[src/rtl/tagger_pkg.sv]
// -----------------------------------------------------------------------------
// tagger_pkg
// Shared definitions for the partition-tagging lookup path:
//   - TAB_ADDR_WIDTH : width of the table address field (34-bit physical space)
//   - TAG_OFF/TAG_TOR/TAG_NA4/TAG_NAPOT : PMP-style region encodings
//   - tag_tab_entry_t : default table entry layout {addr, patid, conf}
// -----------------------------------------------------------------------------
package tagger_pkg;

    localparam int TAB_ADDR_WIDTH = 34;
    localparam int TAG_PATID_LEN  = 8;

    localparam logic [1:0] TAG_OFF   = 2'b00;
    localparam logic [1:0] TAG_TOR   = 2'b01;
    localparam logic [1:0] TAG_NA4   = 2'b10;
    localparam logic [1:0] TAG_NAPOT = 2'b11;

    typedef struct packed {
        logic [TAB_ADDR_WIDTH-1:0] addr;
        logic [TAG_PATID_LEN-1:0]  patid;
        logic [1:0]                conf;
    } tag_tab_entry_t;

endpackage

[src/rtl/tagger_entry_match.sv]
// -----------------------------------------------------------------------------
// tagger_entry_match
// Decides whether one partition-table entry covers a 34-bit address.
// Ports:
//   addr_i       : request address (low 34 bits)
//   entry_addr_i : this entry's addr field
//   lower_i      : TOR lower bound (previous entry's addr, or 0 for entry 0)
//   conf_i       : region encoding (OFF/TOR/NA4/NAPOT)
//   match_o      : 1 when the entry covers addr_i
// -----------------------------------------------------------------------------
module tagger_entry_match
    import tagger_pkg::*;
(
    input  logic [TAB_ADDR_WIDTH-1:0] addr_i,
    input  logic [TAB_ADDR_WIDTH-1:0] entry_addr_i,
    input  logic [TAB_ADDR_WIDTH-1:0] lower_i,
    input  logic [1:0]                conf_i,
    output logic                      match_o
);

    logic [TAB_ADDR_WIDTH-1:0] napot_mask;
    int                        trail;
    logic                      run;

    // NAPOT: count trailing ones of addr[33:2]; the region spans 2^(trail+3)
    // bytes, so the low trail+3 bits are don't-care. An all-ones field gives
    // trail=32 and an all-zero mask, i.e. the whole space.
    always_comb begin
        trail = 0;
        run   = 1'b1;
        for (int i = 2; i < TAB_ADDR_WIDTH; i++) begin
            if (run && entry_addr_i[i]) begin
                trail = trail + 1;
            end else begin
                run = 1'b0;
            end
        end
        for (int i = 0; i < TAB_ADDR_WIDTH; i++) begin
            napot_mask[i] = (i >= trail + 3);
        end
    end

    always_comb begin
        match_o = 1'b0;
        case (conf_i)
            TAG_OFF:   match_o = 1'b0;
            // An empty or inverted range (T <= L) falls out of the compare.
            TAG_TOR:   match_o = (lower_i <= addr_i) && (addr_i < entry_addr_i);
            TAG_NA4:   match_o = (addr_i[TAB_ADDR_WIDTH-1:2] == entry_addr_i[TAB_ADDR_WIDTH-1:2]);
            TAG_NAPOT: match_o = (((addr_i ^ entry_addr_i) & napot_mask) == '0);
            default:   match_o = 1'b0;
        endcase
    end

endmodule

[src/rtl/tagger_lookup.sv]
// -----------------------------------------------------------------------------
// tagger_lookup
// Tags each memory request with the partition ID of the lowest-index table
// entry covering its address, registering the result for one cycle.
// Ports:
//   clk_i, rst_ni            : clock, asynchronous active-low reset
//   tag_tab_i                : partition table (MAXPARTITION entries)
//   req_valid_i/req_ready_o  : request handshake
//   req_addr_i, req_payload_i: request address and opaque payload
//   out_valid_o/out_ready_i  : tagged-request handshake
//   out_addr_o, out_payload_o: registered request
//   out_patid_o, out_hit_o, out_idx_o : lookup result (DEFAULT_PATID/0/0 on miss)
//   miss_cnt_o               : saturating count of accepted misses
// -----------------------------------------------------------------------------
module tagger_lookup
    import tagger_pkg::*;
#(
    parameter int unsigned          MAXPARTITION   = 2,
    parameter int unsigned          PATID_LEN      = 8,
    parameter int unsigned          ADDR_WIDTH     = 64,
    parameter logic [PATID_LEN-1:0] DEFAULT_PATID  = '0,
    parameter int unsigned          MISS_CNT_WIDTH = 16,
    parameter type                  tag_tab_t      = tag_tab_entry_t,
    parameter type                  payload_t      = logic,
    localparam int unsigned         IDX_W          = (MAXPARTITION > 1) ? $clog2(MAXPARTITION) : 1
) (
    input  logic                         clk_i,
    input  logic                         rst_ni,
    input  tag_tab_t [MAXPARTITION-1:0]  tag_tab_i,
    input  logic                         req_valid_i,
    output logic                         req_ready_o,
    input  logic [ADDR_WIDTH-1:0]        req_addr_i,
    input  payload_t                     req_payload_i,
    output logic                         out_valid_o,
    input  logic                         out_ready_i,
    output logic [ADDR_WIDTH-1:0]        out_addr_o,
    output payload_t                     out_payload_o,
    output logic [PATID_LEN-1:0]         out_patid_o,
    output logic                         out_hit_o,
    output logic [IDX_W-1:0]             out_idx_o,
    output logic [MISS_CNT_WIDTH-1:0]    miss_cnt_o
);

    logic [MAXPARTITION-1:0] entry_hit;
    logic [MAXPARTITION-1:0] entry_hit_masked;
    logic                    upper_ok;
    logic                    accept;

    logic                    win_hit;
    logic [IDX_W-1:0]        win_idx;
    logic [PATID_LEN-1:0]    win_patid;

    logic                      out_valid_q,   out_valid_d;
    logic [ADDR_WIDTH-1:0]     out_addr_q,    out_addr_d;
    payload_t                  out_payload_q, out_payload_d;
    logic [PATID_LEN-1:0]      out_patid_q,   out_patid_d;
    logic                      out_hit_q,     out_hit_d;
    logic [IDX_W-1:0]          out_idx_q,     out_idx_d;
    logic [MISS_CNT_WIDTH-1:0] miss_cnt_q,    miss_cnt_d;

    // Addresses above the 34-bit table space can never be covered.
    if (ADDR_WIDTH > TAB_ADDR_WIDTH) begin : g_upper
        assign upper_ok = ~|req_addr_i[ADDR_WIDTH-1:TAB_ADDR_WIDTH];
    end else begin : g_no_upper
        assign upper_ok = 1'b1;
    end

    for (genvar k = 0; k < MAXPARTITION; k++) begin : g_entry
        logic [TAB_ADDR_WIDTH-1:0] lower;
        // TOR lower bound is the previous entry's addr whatever its conf.
        if (k == 0) begin : g_first
            assign lower = '0;
        end else begin : g_rest
            assign lower = tag_tab_i[k-1].addr;
        end

        tagger_entry_match u_match (
            .addr_i       (req_addr_i[TAB_ADDR_WIDTH-1:0]),
            .entry_addr_i (tag_tab_i[k].addr),
            .lower_i      (lower),
            .conf_i       (tag_tab_i[k].conf),
            .match_o      (entry_hit[k])
        );
    end

    assign entry_hit_masked = entry_hit & {MAXPARTITION{upper_ok}};

    // Priority encoder: scan from the top so the lowest matching index
    // is the last one written and therefore wins.
    always_comb begin
        win_hit   = |entry_hit_masked;
        win_idx   = '0;
        win_patid = DEFAULT_PATID;
        for (int k = MAXPARTITION - 1; k >= 0; k--) begin
            if (entry_hit_masked[k]) begin
                win_idx   = IDX_W'(k);
                win_patid = PATID_LEN'(tag_tab_i[k].patid);
            end
        end
    end

    assign req_ready_o = !out_valid_q || out_ready_i;
    assign accept      = req_valid_i && req_ready_o;

    always_comb begin
        out_valid_d   = out_valid_q;
        out_addr_d    = out_addr_q;
        out_payload_d = out_payload_q;
        out_patid_d   = out_patid_q;
        out_hit_d     = out_hit_q;
        out_idx_d     = out_idx_q;
        miss_cnt_d    = miss_cnt_q;

        if (accept) begin
            // Accept overwrites the slot even when it drains this same cycle.
            out_valid_d   = 1'b1;
            out_addr_d    = req_addr_i;
            out_payload_d = req_payload_i;
            out_patid_d   = win_patid;
            out_hit_d     = win_hit;
            out_idx_d     = win_idx;
            if (!win_hit && !(&miss_cnt_q)) begin
                miss_cnt_d = miss_cnt_q + 1'b1;
            end
        end else if (out_ready_i) begin
            out_valid_d = 1'b0;
        end
    end

    always_ff @(posedge clk_i or negedge rst_ni) begin
        if (!rst_ni) begin
            out_valid_q   <= 1'b0;
            out_addr_q    <= '0;
            out_payload_q <= payload_t'('0);
            out_patid_q   <= '0;
            out_hit_q     <= 1'b0;
            out_idx_q     <= '0;
            miss_cnt_q    <= '0;
        end else begin
            out_valid_q   <= out_valid_d;
            out_addr_q    <= out_addr_d;
            out_payload_q <= out_payload_d;
            out_patid_q   <= out_patid_d;
            out_hit_q     <= out_hit_d;
            out_idx_q     <= out_idx_d;
            miss_cnt_q    <= miss_cnt_d;
        end
    end

    assign out_valid_o   = out_valid_q;
    assign out_addr_o    = out_addr_q;
    assign out_payload_o = out_payload_q;
    assign out_patid_o   = out_patid_q;
    assign out_hit_o     = out_hit_q;
    assign out_idx_o     = out_idx_q;
    assign miss_cnt_o    = miss_cnt_q;

endmodule

[config.mk]
export PLATFORM = sky130hd
export DESIGN_NAME = tagger_lookup
export DESIGN_NICKNAME = d
export VERILOG_FILES = /design/src/rtl/tagger_pkg.sv /design/src/rtl/tagger_entry_match.sv /design/src/rtl/tagger_lookup.sv
export SDC_FILE = /design/constraint.sdc
export NUM_CORES = 1
export LEC_CHECK = 0
export CORE_ASPECT_RATIO = 1.2
export CORE_MARGIN = 3
export CORE_UTILIZATION = 57
export DETAILED_ROUTE_END_ITERATION = 8
export GPL_TIMING_DRIVEN = 0
export MAX_ROUTING_LAYER = met4
export PLACE_DENSITY = 0.83
export RECOVER_POWER = 50
export SLEW_MARGIN = 20
export SYNTH_ARGS = -nofsm -noshare
export SYNTH_HDL_FRONTEND = slang
export SYNTH_SLANG_ARGS = --single-unit
[constraint.sdc]
create_clock -name clk_i -period 2.8 [get_ports clk_i]
set_input_delay 0.56 -clock clk_i [delete_from_list [all_inputs] [get_ports clk_i]]
set_output_delay 0.56 -clock clk_i [all_outputs]
set_load 0.05 [all_outputs]
# After elaboration in Yosys (flattened, before gate mapping)
# Cells that the tools add are included.
# op_classes
n_addsub	65
order_cmp	72
n_eq_ne	8
muxes	134
bitwise	5
reduce_logical	80
# op_table
op	count
adder 32 x 2 -> 32 bit (second input constant)	62
2-to-1 mux 32 bit	62
greater-or-equal comparator 6 x 32 -> 1 bit (first input constant)	32
greater-or-equal comparator 5 x 32 -> 1 bit (first input constant)	16
greater-or-equal comparator 4 x 32 -> 1 bit (first input constant)	8
greater-or-equal comparator 3 x 32 -> 1 bit (first input constant)	4
greater-or-equal comparator 7 x 32 -> 1 bit (first input constant)	4
AND 34 bit	2
logical NOT 34 bit	2
less-than comparator 34 bit	2
2-to-1 mux 1 bit	68
XOR 34 bit	2
logical AND 1 bit	66
adder 32 x 3 -> 32 bit (second input constant)	2
== test 32 bit	2
greater-or-equal comparator 1 x 32 -> 1 bit (first input constant)	2
greater-or-equal comparator 2 x 32 -> 1 bit (first input constant)	2
<= comparator 1 x 34 -> 1 bit (first input constant)	1
<= comparator 34 bit	1
OR reduction 30 bit	1
adder 16 x 1 -> 16 bit (second input constant)	1
2-to-1 mux 8 bit	2
AND reduction 16 bit	1
== test 2 bit (second input constant)	4
other kinds (9)	15
# word_totals
regBits	92
inputBits	157
wordCells	371

# Logic depth before layout (Yosys ltp)
# Gate-level depths: netlist of run 1.
# logic_depth
ltp_word	73
mapped_depth	112

# By module
# A second synthesis of run 1 with hierarchy kept.
# unflattened
hier_cells	2228
hier_area_um2	17593.1
# by_module_without_submodules
module	n_inst	cells_per_inst	area_each_um2	seq_area_each_um2
tagger_entry_match	2	979	6860.3	0.0
tagger_lookup	1	270	3872.5	2302.2

# Worst setup path before layout of run 1
# No wires, ideal clock.
# synth_path
path_kind	input-to-reg
from	input port tag_tab_i[56] (netlist name)
to	register miss_cnt_q[1] (netlist: miss_cnt_o[1])
arrival_time_ns	19.941
t_required_ns	2.672
path_slack_ns	-17.269
stages	107
path_buffers	2
cell_sequence	and2_1 -> ha_1 -> o21a_1 -> ha_1 -> clkbuf_1 -> nand3_1 -> nand2_1 -> ha_1 -> mux2i_1 -> o21ai_0 -> ha_1 -> mux2_2 -> ha_1 -> mux2i_1 -> mux2_2 -> o21ai_0 -> ha_1 -> o21a_1 -> [... 71 more ...] -> nand2_1 -> ha_1 -> and2_1 -> maj3_1 -> nand2_1 -> nor2_1 -> a21oi_1 -> a2bb2oi_1 -> xnor3_1 -> and2_1 -> mux2_1 -> or3_1 -> mux2i_1 -> a32oi_1 -> o211ai_2 -> nand4b_4 -> buf_6 -> mux2_1
# synth_between
elab_chain_cells	73
elab_cells_between_ends	172
cone_classes	add/sub (32); order compare (35); eq/ne (1); mux (64); bitwise (3); reduce/logical (37)
# synth_rtl
element	line_no	source
from (decl)	tagger_lookup.sv:29	input tag_tab_t [MAXPARTITION-1:0] tag_tab_i,
2-to-1 mux 1 bit	tagger_entry_match.sv:32	if (run && entry_addr_i[i]) begin
adder 32 x 2 -> 32 bit / logical AND 1 bit (equally long branches)	tagger_entry_match.sv:33, tagger_entry_match.sv:32	
2-to-1 mux 32 bit / 2-to-1 mux 1 bit (equally long branches)	tagger_entry_match.sv:32	
adder 32 x 2 -> 32 bit / logical AND 1 bit (equally long branches)	tagger_entry_match.sv:33, tagger_entry_match.sv:32	
2-to-1 mux 32 bit / 2-to-1 mux 1 bit (equally long branches)	tagger_entry_match.sv:32	
adder 32 x 2 -> 32 bit / logical AND 1 bit (equally long branches)	tagger_entry_match.sv:33, tagger_entry_match.sv:32	
2-to-1 mux 32 bit / 2-to-1 mux 1 bit (equally long branches)	tagger_entry_match.sv:32	
adder 32 x 2 -> 32 bit / logical AND 1 bit (equally long branches)	tagger_entry_match.sv:33, tagger_entry_match.sv:32	
[... 57 more ...]	n/a	
AND 34 bit	tagger_entry_match.sv:50	TAG_NAPOT: match_o = (((addr_i ^ entry_addr_i) & napot_mask) == '0);
logical NOT 34 bit	tagger_entry_match.sv:50	
case mux 1 bit (4 select lines) (*)	tagger_entry_match.sv:45	case (conf_i)
AND 2 bit (*)	tagger_lookup.sv:86	assign entry_hit_masked = entry_hit & {MAXPARTITION{upper_ok}};
OR reduction 2 bit (*)	tagger_lookup.sv:91	win_hit = |entry_hit_masked;
logical NOT 1 bit (*)	tagger_lookup.sv:122	if (!win_hit && !(&miss_cnt_q)) begin
logical AND 1 bit (*)	tagger_lookup.sv:122	
AND reduction 2 bit (no source line) (*)	n/a	
to (signal assigned)	tagger_lookup.sv:146	miss_cnt_q <= miss_cnt_d;
to (decl)	tagger_lookup.sv:59	logic [MISS_CNT_WIDTH-1:0] miss_cnt_q, miss_cnt_d;
# Mark *: on every way between the ends. The rest lies on a longest branch, timed or not.
# A chain may end at the register's enable or synchronous reset.

# Final worst setup path of run 1
# layout_path
from	input port tag_tab_i[15] (netlist name)
to	register miss_cnt_q[1] (netlist: miss_cnt_o[1])
# layout_between
elab_chain_cells	68
elab_cells_between_ends	164
cone_classes	add/sub (29); order compare (36); eq/ne (1); mux (59); bitwise (3); reduce/logical (36)
# layout_rtl
element	line_no
logical AND 1 bit	tagger_entry_match.sv:32
2-to-1 mux 32 bit / 2-to-1 mux 1 bit (equally long branches)	tagger_entry_match.sv:32
adder 32 x 2 -> 32 bit / logical AND 1 bit (equally long branches)	tagger_entry_match.sv:33, tagger_entry_match.sv:32
2-to-1 mux 32 bit / 2-to-1 mux 1 bit (equally long branches)	tagger_entry_match.sv:32
adder 32 x 2 -> 32 bit / logical AND 1 bit (equally long branches)	tagger_entry_match.sv:33, tagger_entry_match.sv:32
2-to-1 mux 32 bit / 2-to-1 mux 1 bit (equally long branches)	tagger_entry_match.sv:32
adder 32 x 2 -> 32 bit / logical AND 1 bit (equally long branches)	tagger_entry_match.sv:33, tagger_entry_match.sv:32
2-to-1 mux 32 bit / 2-to-1 mux 1 bit (equally long branches)	tagger_entry_match.sv:32
[... 52 more ...]	n/a
AND 34 bit	tagger_entry_match.sv:50
logical NOT 34 bit	tagger_entry_match.sv:50
case mux 1 bit (4 select lines)	tagger_entry_match.sv:45
AND 2 bit (*)	tagger_lookup.sv:86
OR reduction 2 bit (*)	tagger_lookup.sv:91
logical NOT 1 bit (*)	tagger_lookup.sv:122
logical AND 1 bit (*)	tagger_lookup.sv:122
AND reduction 2 bit (no source line) (*)	n/a
# Marks and branches as above.

==> impl_metrics.yaml, run 1 <==
run_status:
  status: "finished, violations left"
  violations: "setup timing"
final_layout:
  drive_gt1_frac: 0.162
  fin_area_sq_um: 22400
  area_growth_pct: 30.8
  layout.nets: 3011
setup_path:
  start_kind: "input port"
  cp_max_fo: 6
  path_class: "input port to register"
  worstSetupEndpoint: "miss_cnt_o[1]"
  endpoint_kind: "register"
  timing.rr.start: "miss_cnt_o[3]"
  r2r-end: "miss_cnt_o[1]"
  setup.worst_path.start: "tag_tab_i[15]"
  r2r_cells: 12
  cp_data_required_time_ps: 3060
  critPathSlowestCell: "or3_4"
  worstPathArrival_ps: 20090
  cpMostUsedCell: "buf_4"
  critPathMaxStageDelay_ps: 360
  r2r_setup_slack_ps: -500
floorplan:
  core_area_sq_um: 29200
  fp.dieW_um: 164
  die_h_um: 196
  io_pins: 250
  fp.dieArea_sq_um: 32200
  start_util: 0.588
  row_count: 68
logic_synthesis:
  ys.flop_type: "dfrtp_1"
  synth_top_family_by_area: "simple AND/OR/NAND/NOR gates"
  synth_simple_gate_area_frac: 0.323
  syn_inst: 2348
  synthXorXnorAreaFrac: 0.125
  synthAdderAreaFrac: 0.106
  ys_async_sr_fraction: 1.00
  synth-seq-cells: 92
  synth_edf_count: 0
  synth_nets: 2642
  ys_seq_area_frac: 0.134
  yosysWarnings: 0
  syn_avg_cell_area_sq_um: 7.30
  synth_mux_area_frac: 0.0425
  netlist_area_sq_um: 17200
  synth_compound_area_frac: 0.221
  synth_cell_types: 109
clock_network:
  clk_latency_ps: 360
  cts_tree: "built"
  clock_path_buffers: 2
  cts_inserted_buffers: 9
  cts_hold_buf: 0
  cts_sinks: 92
  cts-root-buf: "clkbuf_16"
  cts_max_level: 3
  clk_pin_slew_worst_paths_ps: 80
route:
  drt_first_iter_violations: 2079
  drc: 0
  wl_per_cell_um: 21.2
  dr_total_vias: 20200
  drt-pass1-iter-count: 5
  ant_nets: 0
  via_per_inst: 6.50
  wirelength_um: 66000
place:
  io_buffers: 244
  postPlaceCellArea_sq_um: 20500
  dp_hpwl_um: 50900
  place_congestion: 0.998
  dp_slack_ps: -19220
sta:
  grt_setup_unrepaired: "true"
  fin_skew_ps: 15.5
  slew_headroom: 0.170
  worst_pin_slew_ps: 1250
  setup_slack_ps: -17040
  setup_viol: 26
  fin_crit_ps: 19840
  hold_violations: 0
  fmax_mhz: 50.4
  period_share: 7.09
  drv_slew: 0
grt:
  grt_antenna_before_repair: 5
  grt_max_degree: 49
  grt.total_usage: 0.394
  grt_overflow_total: 0
  grt_pass1_vias: 19200
  grt_pass1_wl_um: 100000
power_and_ir_drop:
  pwr-share-clk: 0.208
  power_per_cell_area_nw_per_um2: 285
  peakVddDrop_uv: 349
  comb_power_share: 0.532
  pwr-share-seq: 0.260
  power.switching_mw: 2.86
  power.internal_mw: 3.53
  leakage_nw: 9.32
  swShare: 0.448
worst_hold_path:
  hold_class: "input port to asynchronous set/reset pin"
run:
  cap_violations: 0
-- repair_timing --
action / 4_1_cts / 5_1_grt
gates cloned: 1 / 0
setup buffers: 91 / 24
endpoints found under the setup margin: 26 / 26
pin swaps: 110 / 92
gates resized for setup: 159 / 63
-- kinds of logic (layout without fill, tap and decap cells) --
kind of cell	count (synthesis)	count (layout)
simple gates	1079	1079
mux	70	70
xor+xnor	179	179
compound gates	576	576
other cells	0	6
flops	92	92
fa+ha+maj	147	147
buf+inv	205	579
-- cell type report --
class	count	area [sq um]
diodes	6	15.0
plain buffers	80	405
clock buffers	9	225
clock inverters	7	83.8
fillers	2143	6760
inverters	122	470
multi-input cells	2051	15100
flip-flops and latches	92	2300
well taps	385	482
repair buffers	361	3390
-- placed cells by master, fill, tap and decap left out, types with 25 or more instances in the layout --
master / instances
and3_1: 36
o21a_1: 29
nand4_1: 49
xnor2_1: 77
ha_1: 108
ha_4: 26
inv_1: 115
nand2b_1: 41
dfrtp_1: 92
nor2_1: 159
mux2i_1: 40
buf_2: 26
nor4_1: 36
nor3_1: 74
xnor3_1: 25
a21oi_1: 118
clkbuf_1: 43
and2_1: 43
o21ai_0: 125
nand3_1: 116
buf_4: 110
nor2b_1: 34
nand2_1: 305
clkdlybuf4s50_1: 211
xor2_1: 47
-- worst max-delay path, delay by kind of cell --
family                   cells  cell delay, ps
AO/OA/AOI/OAI               29            4450
XOR/XNOR                     3             680
adder cells (fa/ha/maj)     24            6430
buffers and inverters       23            2810
multiplexers                12            2450
AND/OR/NAND/NOR             23            2680
-- sequential cells by signal (all words and copies together), names as in the netlist --
register       cells
out_addr_o        64
miss_cnt_o        16
out_idx_o          1
out_hit_o          1
out_valid_o        1
out_payload_o      1
out_patid_o        8
-- synth_stat cells (18+ instances only) --
master / count / area share
nand2_1: 322 / 0.070
nor2_1: 172 / 0.038
o21ai_0: 147 / 0.043
a21oi_1: 139 / 0.041
ha_1: 137 / 0.10
inv_1: 122 / 0.027
nand3_1: 118 / 0.034
dfrtp_1: 92 / 0.13
xnor2_1: 83 / 0.042
nor3_1: 81 / 0.024
xor2_1: 51 / 0.026
and2_1: 50 / 0.018
clkbuf_1: 49 / 0.011
nand4_1: 49 / 0.018
mux2i_1: 48 / 0.028
nand2b_1: 41 / 0.015
nor4_1: 39 / 0.014
and3_1: 36 / 0.013
nor2b_1: 35 / 0.013
buf_2: 30 / 0.0088
o21a_1: 30 / 0.013
xnor3_1: 27 / 0.035
o211ai_1: 24 / 0.011
a21o_1: 23 / 0.010
or3_1: 22 / 0.0080
mux2_2: 20 / 0.013
or2_2: 19 / 0.0069
a211oi_1: 18 / 0.0079
a21boi_0: 18 / 0.0079
-- power groups by stage --
stage	Clock [mW]	Sequential [mW]	Combinational (mW)
floorplan	0	2.28	1.19
global placement	0	1.67	2.87
detailed placement	0	1.68	2.94
CTS	1.33	1.65	3.19
global route	1.39	1.68	3.59
finish	1.33	1.66	3.40
-- metal layers --
| layer | vias up | part of all wire | GRT usage |
|---|---|---|---|
| met3 | 269 | 0.077 | 0.0496 |
| met5 | - | 0 | - |
| li1 | 9339 | - | - |
| met4 | 0 | 0.061 | 0.195 |
| met1 | 9585 | 0.37 | 0.452 |
| met2 | 1027 | 0.49 | 0.673 |
-- through the flow --
stage               power (mW)  hold WS (ps)  TNS, ps  instances   util
floorplan                 3.47           264  -412150       2348      -
global placement          4.54           452  -683860       2977  0.700
detailed placement        4.61           461  -496480       2978  0.701
CTS                       6.18           139  -439560       3084  0.752
global route              6.67           499  -460770       3112  0.768
finish                    6.39           445  -439730       3113  0.768
-- worst min-delay path by stage --
stage	from	endpoint	slack [ps]	cells past startpoint
final	rst_ni	out_addr_o[62]	440	1
after CTS	rst_ni	out_addr_o[55]	140	1
after global placement	out_idx_o	out_idx_o	450	2
after detailed placement	out_addr_o[59]	out_addr_o[59]	460	2
after floorplan	rst_ni	miss_cnt_o[0]	260	0
after global routing	out_addr_o[47]	out_addr_o[47]	500	2
No activity file was read; power rests on OpenSTA's default activity.
==> run 2: changes to the inputs <==
--- a/config.mk
+++ b/config.mk
@@ -11,7 +11,7 @@
 export DETAILED_ROUTE_END_ITERATION = 8
 export GPL_TIMING_DRIVEN = 0
 export MAX_ROUTING_LAYER = met4
-export PLACE_DENSITY = 0.83
+export PLACE_DENSITY = 0.8
 export RECOVER_POWER = 50
 export SLEW_MARGIN = 20
 export SYNTH_ARGS = -nofsm -noshare
==> impl_metrics.yaml, run 2 (synthesis results as in run 1) <==
power_and_ir_drop:
  power.internal_mw: 3.58
  leakage_nw: 9.38
  power_per_cell_area_nw_per_um2: 287
  power.switching_mw: 2.90
  swShare: 0.447
  comb_power_share: 0.536
  power.total_mw: 6.47
  peakVddDrop_uv: 321
  pwr-share-seq: 0.259
  pwr-share-clk: 0.206
final_layout:
  final_util: 0.773
  drive_gt1_frac: 0.167
  largest_register_ffs: 64
  finalNonFillerCells: 3125
  fillerInstances: 2071
  layout.nets: 3024
  area_growth_pct: 31.6
  final_cell_mix: "302 x nand2_1, 208 x clkdlybuf4s50_1, 159 x nor2_1"
  final_common_cell: "nand2_1"
  fin_area_sq_um: 22600
sta:
  slew_headroom: -0.635
  fin_crit_ps: 20370
  hold_violations: 0
  setup_slack_ps: -17570
  period_share: 7.28
  setup_viol: 26
  fin_skew_ps: 16.3
  worst_pin_slew_ps: 2450
  fmax_mhz: 49.1
  grt_setup_unrepaired: "true"
  drv_slew: 43
floorplan:
  fp.dieArea_sq_um: 32200
  fp.dieW_um: 164
  core_area_sq_um: 29200
  die_h_um: 196
  io_pins: 250
  row_count: 68
  start_util: 0.588
clock_network:
  cts-root-buf: "clkbuf_16"
  cts_max_level: 3
  clock_path_buffers: 2
  cts_hold_buf: 0
  cts_inserted_buffers: 9
  cts_sinks: 92
  cts_tree: "built"
  clk_pin_slew_worst_paths_ps: 80
  clk_latency_ps: 360
setup_path:
  cpMostUsedCell: "ha_1"
  cp_data_required_time_ps: 3000
  critPathMaxStageDelay_ps: 460
  timing.rr.start: "miss_cnt_o[2]"
  r2r_cells: 12
  setup.worst_path.start: "tag_tab_i[57]"
  critPathSlowestCell: "xor2_1"
  endpoint_kind: "register"
  worstSetupEndpoint: "miss_cnt_o[6]"
  path_class: "input port to register"
  r2r-end: "miss_cnt_o[6]"
  cp_max_fo: 8
  start_kind: "input port"
  worstPathArrival_ps: 20580
  r2r_setup_slack_ps: -990
route:
  dr_total_vias: 20800
  drc: 0
  drt_first_iter_violations: 2157
  drt-pass1-iter-count: 6
  via_per_inst: 6.67
  wl_per_cell_um: 22.2
  ant_nets: 0
  wirelength_um: 69500
worst_hold_path:
  hold_class: "register to register"
place:
  placed_cells: 2978
  postPlaceCellArea_sq_um: 20500
  io_buffers: 244
  dp_hpwl_um: 51500
  dp_slack_ps: -19290
  place_congestion: 0.999
grt:
  grt_antenna_before_repair: 4
  grt_max_degree: 52
  grt.total_usage: 0.404
  grt_pass1_vias: 19700
  grt_overflow_total: 0
  grt_pass1_wl_um: 102000
run_status:
  violations: "capacitance limit, slew limit, setup timing"
  status: "finished, violations left"
run:
  cap_violations: 1
## run 2: power by group through the flow
| stage | registers [mW] | clock network, mW | logic (mW) |
|---|---|---|---|
| final | 1.67 | 1.33 | 3.47 |
| after global placement | 1.68 | 0 | 2.87 |
| after CTS | 1.67 | 1.32 | 3.19 |
| after global routing | 1.69 | 1.38 | 3.64 |
| after floorplan | 2.28 | 0 | 1.19 |
| after detailed placement | 1.69 | 0 | 2.95 |
## run 2: worst max-delay path, delay by kind of cell
kind            cells  cell delay (ps)
mux                13             2380
buf+inv             6              800
xor+xnor            4              980
fa+ha+maj          29             7790
simple gates       26             2820
compound gates     34             5170
## run 2: worst min-delay path by stage
stage | from | to | slack (ps) | cells past startpoint
2_1_floorplan | rst_ni | miss_cnt_o[0] | 260 | 0
3_3_place_gp | out_idx_o | out_idx_o | 450 | 2
3_5_place_dp | out_idx_o | out_idx_o | 450 | 2
4_1_cts | rst_ni | out_addr_o[61] | 130 | 1
5_1_grt | out_addr_o[51] | out_addr_o[51] | 500 | 2
6_report | out_addr_o[34] | out_addr_o[34] | 470 | 2
## run 2: through the flow
stage          setup TNS (ps)  hold WS, ps
2_1_floorplan         -412150          264
3_3_place_gp          -679790          451
3_5_place_dp          -496970          455
4_1_cts               -441090          127
5_1_grt               -481090          495
6_report              -447830          473
## run 2: cell type report
cell class / instances / area [sq um] / share of cell area
Multi-Input combinational cell: 2051 / 15100 / 0.669
Timing Repair Buffer: 374 / 3480 / 0.154
Buffer: 80 / 417 / 0.0185
Antenna cell: 5 / 12.5 / 0.000554
Clock inverter: 6 / 80.1 / 0.00355
Tap cell: 385 / 482 / 0.0213
Sequential cell: 92 / 2300 / 0.102
Clock buffer: 10 / 239 / 0.0106
Inverter: 122 / 463 / 0.0205
## run 2: what timing repair did
| action | CTS | global route |
|---|---|---|
| gates cloned | 1 | 0 |
| pin swaps | 113 | 112 |
| resized for setup | 151 | 72 |
| setup endpoints to repair | 26 | 26 |
| setup buffers | 88 | 40 |
## run 2: layer usage
metal,GRT usage,wire length [um],share of wire
met1,0.448,24200,0.35
met2,0.684,33400,0.48
met3,0.0593,6280,0.090
met4,0.237,5670,0.081
met5,-,0,0
